<file path="src/rtl/ram_fifo_ctrl.sv">
// rtl/ram_fifo_ctrl.sv - FIFO controller around an external async-read RAM
// with a one-word registered output stage.
module ram_fifo_ctrl #(
   parameter int ADDR_W = 4,
   parameter int DATA_W = 8
) (
   input  logic              clk_i,
   input  logic              rst_n_i,
   input  logic              in_valid_i,
   input  logic [DATA_W-1:0] in_data_i,
   output logic              in_ready_o,
   output logic              out_valid_o,
   output logic [DATA_W-1:0] out_data_o,
   input  logic              out_ready_i,
   output logic              ram_we_o,
   output logic [ADDR_W-1:0] ram_waddr_o,
   output logic [ADDR_W-1:0] ram_raddr_o,
   output logic [DATA_W-1:0] ram_wdata_o,
   input  logic [DATA_W-1:0] ram_rdata_i,
   output logic [ADDR_W:0]   count_o,
   output logic              full_o,
   output logic              empty_o
);

   localparam logic [ADDR_W:0] FULL_CNT = {1'b1, {ADDR_W{1'b0}}};
   localparam logic [ADDR_W:0] ONE_CNT  = (ADDR_W+1)'(1);

   typedef enum logic [1:0] {IDLE, FETCH, VALID} state_t;

   state_t            state;
   logic [ADDR_W-1:0] wptr;
   logic [ADDR_W-1:0] rptr;
   logic [ADDR_W:0]   count;
   logic              push;
   logic              pop;

   assign full_o      = (count == FULL_CNT);
   assign empty_o     = (count == '0);
   assign count_o     = count;
   assign in_ready_o  = !full_o;
   assign push        = in_valid_i && !full_o;
   // Gated by reset so no write can slip through while the block is held in reset.
   assign ram_we_o    = push && rst_n_i;
   assign ram_waddr_o = wptr;
   assign ram_wdata_o = in_data_i;
   assign ram_raddr_o = rptr;
   assign pop         = (state == VALID) && out_ready_i;

   always_ff @(posedge clk_i or negedge rst_n_i) begin
      if (!rst_n_i) begin
         wptr        <= '0;
         rptr        <= '0;
         count       <= '0;
         state       <= IDLE;
         out_valid_o <= 1'b0;
         out_data_o  <= '0;
      end else begin
         if (push) wptr <= wptr + ADDR_W'(1);

         if (push && !pop)      count <= count + ONE_CNT;
         else if (!push && pop) count <= count - ONE_CNT;

         case (state)
            IDLE: begin
               if (count != '0) state <= FETCH;
            end
            FETCH: begin
               out_data_o  <= ram_rdata_i;
               out_valid_o <= 1'b1;
               state       <= VALID;
            end
            VALID: begin
               if (out_ready_i) begin
                  rptr        <= rptr + ADDR_W'(1);
                  out_valid_o <= 1'b0;
                  // count still includes the word leaving now
                  state       <= (count > ONE_CNT) ? FETCH : IDLE;
               end
            end
            default: begin
               state       <= IDLE;
               out_valid_o <= 1'b0;
            end
         endcase
      end
   end

endmodule

</file>
<file path="config.mk">
export PLATFORM = sky130hd
export DESIGN_NAME = ram_fifo_ctrl
export DESIGN_NICKNAME = d
export VERILOG_FILES = /design/src/rtl/ram_fifo_ctrl.sv
export SDC_FILE = /design/constraint.sdc
export NUM_CORES = 1
export LEC_CHECK = 0
export CAP_MARGIN = 5
export CORE_ASPECT_RATIO = 1.4
export CORE_MARGIN = 3
export CORE_UTILIZATION = 44
export CTS_CLUSTER_DIAMETER = 30
export DETAILED_ROUTE_END_ITERATION = 6
export PLACE_DENSITY = 0.93
export SYNTH_ARGS = -nofsm -noshare
export SYNTH_HDL_FRONTEND = slang
export SYNTH_SLANG_ARGS = --single-unit
</file>
<file path="constraint.sdc">
create_clock -name clk_i -period 6.1 [get_ports clk_i]
set_input_delay 1.22 -clock clk_i [delete_from_list [all_inputs] [get_ports clk_i]]
set_output_delay 1.22 -clock clk_i [all_outputs]
set_load 0.03 [all_outputs]
</file>
After elaboration in Yosys (flattened, before gate mapping)
Cells that the tools add are included.
- register bits after elaboration: 24
- input port bits: 20
- output and inout port bits: 34
- word-level logic and storage cells: 40
- $add $sub $neg: 4
- order comparisons: 1
- equal/unequal tests: 5
- muxes and demuxes: 8
- bitwise operators: 1
- reductions and logical operators: 15
- operators by type and width (kind ; number):
    $mux W5 ; 2
    $add A4 B1 Y4 const B ; 2
    $pmux W2 S3 ; 1
    $reduce_and A2 Y1 ; 3
    $add A5 B1 Y5 const B ; 1
    $eq A5 B5 Y1 const B ; 1
    $gt A5 B1 Y1 const B ; 1
    $logic_and A1 B1 Y1 ; 5
    $logic_not A5 Y1 ; 1
    $reduce_bool A5 Y1 ; 1
    $sub A5 B1 Y5 const B ; 1
    $mux W2 ; 2
    $ne A2 B2 Y1 const B ; 2
    $logic_not A1 Y1 ; 3
    $pmux W1 S3 ; 1
    $eq A2 B1 Y1 const B ; 1
    $eq A2 B2 Y1 const B ; 1
    $logic_not A2 Y1 ; 1
    $mux W1 ; 2
    $reduce_bool A2 Y1 ; 1
    $not A1 Y1 ; 1

Longest topological paths before layout
- word-level depth: 7
- gate-level depth with buffers: 9
- gate-level depth less buffers: 9

Least setup slack after synthesis
No wires, ideal clock.
- path kind: register to output
- start point: register count[0], in the netlist count_o[0]
- end point: output port ram_we_o
- arrival time: 2.096 ns
- required time: 4.880 ns
- path slack: 2.784 ns
- stages on the path, launching flop included: 7
- path buffers: 0
- cells stage by stage: dfrtp_1 inv_1 ha_1 nand3_1 inv_1 nor2b_1 and2_1
- cells in the longest elaborated chain, start to end: 4
- ends and longest elaborated chain (item ; RTL line ; source):
    start, declared ; 33 ; logic [ADDR_W:0] count;
    start signal, assigned ; 60 ; if (push && !pop) count <= count + ONE_CNT;
    start signal, assigned ; 61 ; else if (!push && pop) count <= count - ONE_CNT;
    $eq A5 B5 Y1 ; 37 ; assign full_o = (count == FULL_CNT);
    $logic_not A1 Y1 ; n/a ;
    via in_ready_o ; 11 ; output logic in_ready_o,
    $logic_and A1 B1 Y1 ; 41 ; assign push = in_valid_i && !full_o;
    via push ; 34 ; logic push;
    $logic_and A1 B1 Y1 ; 43 ; assign ram_we_o = push && rst_n_i;
    end, declared ; 15 ; output logic ram_we_o,
The timed path passes the listed nets, and every way through them passes these cells.

Worst setup path after layout
- start point: input port in_valid_i
- end point: output port ram_we_o
- cells in the longest elaborated chain, start to end: 2
- ends and longest elaborated chain (item ; RTL line ; source):
    start, declared ; 9 ; input logic in_valid_i,
    $logic_and A1 B1 Y1 ; 41 ;
    via push ; 34 ;
    $logic_and A1 B1 Y1 ; 43 ;
The timed path passes the listed nets, and every way through them passes these cells.

==> impl_metrics.ini <==
[power]
seq_power_share_pct = 36.0
pwr-share-clk_pct = 7.1
total_power_w = 0.000912
power.share.combinational_pct = 56.9
switching_share_pct = 44.3
p_leak_nw = 0.678
intPower_w = 0.000508
switching_power_w = 0.000404
ir_worst_vdd_v = 0.000304
power_density_mw_per_mm2 = 589

[cells_and_area]
diodes = 0
seqCellArea_sq_um = 601
multi_input_area_sq_um = 490
postLayoutCoreUtil_pct = 62.7
design_area_sq_mm = 0.00155
finish.net_count = 159
layout-drive-gt1-share_pct = 11.5
final_cell_mix = clkdlybuf4s50_1 (37), dfrtp_1 (24), mux2_2 (10)
layout_commonest_cell = clkdlybuf4s50_1
syn_to_final_growth_pct = 30.6
fill_cells = 211

[setup_path]
required_ns = 4.88
critPathMaxFanout = 4
worstPathArrival_ns = 2.85
cp-end-kind = output pin
crit_path_start_kind = primary input
critical_path_class = in -> out

[timing]
fin_crit_ns = 4.07
finalCritPeriodShare_pct = 66.7
final_max_slew_viol_count = 0
slew_headroom_pct = 50.4
setup_viol = 0
postLayoutSetupSlackWorst_ns = 2.03
hold_viol = 0
fmax_mhz = 246
max_slew.worst_pin.slew_ns = 0.742
rsz0062_at_grt = no
fin_setup_tns_ns = 0
skew_ns = 0.00353

[drt]
finalWirelength_um = 2220
drtIter0Drc = 5
vias_per_cell = 5.07
ant_nets = 0
drt-wirelength-per-cell_um = 13.6
drt_first_pass_iters = 3
vias = 832
drcViolationCount = 0

[floorplan]
die_h_um = 67.4
start_util_pct = 48.0
die_area_sq_mm = 0.00336
io_pins = 54
fp-row-count = 21
chipWidth_um = 49.9
core_sq_mm = 0.00247

[placement]
place_congestion = 0.784
port_buffers = 37
hpwl_um = 1770
place_ws_ns = 2.04
placed_area_sq_mm = 0.00153

[clock_network]
path_clk_slew_ns = 0.12
postCtsHoldBufs = 0
cts_max_path_buffers = 2
clock_latency_ns = 0.30
htree_levels = 1
cts_tree = built
clock-sinks = 24
cts_resized = 0
cts-root-buf = clkbuf_4
cts_buffers = 3
cts_setup_buffers = 0

[synth]
synth_area_sq_mm = 0.00119
synth_seq_cells = 24
synth_top_area_share_pct = 50.6
synth_largest_area_cell = dfrtp_1
synthTopCellsByArea = dfrtp_1 (51%), mux2_2 (9.5%), ha_1 (7.4%), xor2_1 (5.9%), buf_4 (5.1%)
yosysSeqAreaShare_pct = 50.6
netlist-cell-type-count = 28
syn_avg_cell_area_sq_um = 11.9
netlist_instances = 100
syn-num-nets = 127
yosysWarnings = 0

[run]
cap_viol_max_count = 0

[global_routing]
grt_pass1_wl_um = 3670
grt_util_all_layers_pct = 14.0
grt_pass1_vias = 828
antenna_found_initial = 0
grt_max_degree = 26
gr-total-overflow = 0

[hold_path]
hold_class = reg -> reg

[status]
outcome = complete, no violations
worst max-delay path, stage by stage:
cell and delay, ns:
clkdlybuf4s50_1 0.49, nor2b_1 0.30, and2_1 0.18, clkdlybuf4s50_1 0.66
cells in the mapped netlist:
library cell  count
nand2_1           4
o21a_1            1
nand3_1           1
inv_1             4
mux2_2           10
buf_4             8
nor3_1            1
or4b_1            1
o21bai_1          1
a21o_1            1
mux2i_1           1
nor4b_1           1
nand4_1           4
buf_2             1
buf_6             1
nor2b_1           2
or4_1             1
and3b_1           1
xnor2_1           3
dfrtp_1          24
a21oi_1           3
and2_1            1
o21ba_2           1
nor2_1            6
clkbuf_1          1
o21ai_0           2
ha_1              7
xor2_1            8
final timing paths:
path / slack (ns) / startpoint / cells after the start / end
worst min-delay path: 0.48 / ram_raddr_o[3]$_DFFE_PN0P_ / 1 / ram_raddr_o[3]$_DFFE_PN0P_
worst max-delay path: 2.03 / in_valid_i / 4 / ram_we_o
min in group asynchronous: 1.27 / rst_n_i / 2 / ram_raddr_o[2]$_DFFE_PN0P_
max in group asynchronous: 4.60 / rst_n_i / 2 / count_o[4]$_DFFE_PN0P_
worst min register to register: 0.48 / ram_raddr_o[3]$_DFFE_PN0P_ / 1 / ram_raddr_o[3]$_DFFE_PN0P_
worst max register to register: 3.80 / count_o[0]$_DFFE_PN0P_ / 9 / count_o[4]$_DFFE_PN0P_
cell type report:
cell class                      count  area share (%)
Clock buffer                        3            1.45
Timing Repair Buffer               38            24.4
Sequential cell                    24            38.8
Tap cell                           34            2.75
Inverter                            4           0.969
Multi-Input combinational cell     61            31.7
kinds of logic after synthesis:
group | Yosys count | share of synthesized area [%]
mux | 11 | 10.3
fa+ha+maj | 7 | 7.38
simple gates | 23 | 10.7
buf+inv | 15 | 8.02
xor+xnor | 11 | 8.12
flops | 24 | 50.6
compound gates | 9 | 4.85
through the flow:
| step | std cells | hold WS [ns] |
|---|---|---|
| 3_5_place_dp | 161 | 0.464 |
| 2_1_floorplan | 100 | 0.521 |
| 3_3_place_gp | 161 | 0.460 |
| 4_1_cts | 164 | 0.484 |
| 6_report | 164 | 0.481 |
| 5_1_grt | 164 | 0.519 |
metal layers:
metal  track usage (%)  up-vias  part of all wire [%]
met4              5.54        0                  0.67
met2              23.8       41                    50
met5                 0        -                     0
li1                  -      390                     -
met3              2.87        4                   7.3
met1              17.3      397                    42
power groups by stage:
stage | combinational, W | sequential, W | clock, W
global placement | 0.000512 | 0.000323 | 0
floorplan | 0.000202 | 0.000457 | 0
finish | 0.000519 | 0.000328 | 0.0000645
CTS | 0.000527 | 0.000329 | 0.0000664
detailed placement | 0.000527 | 0.000331 | 0
global route | 0.000554 | 0.000342 | 0.0000716
state kept, by name (all words and copies together), names as in the netlist:
| name | cells |
|---|---|
| count_o | 5 |
| out_data_o | 8 |
| out_valid_o | 1 |
| ram_raddr_o | 4 |
| ram_waddr_o | 4 |
| state | 2 |
No activity file was read; power rests on OpenSTA's default activity.
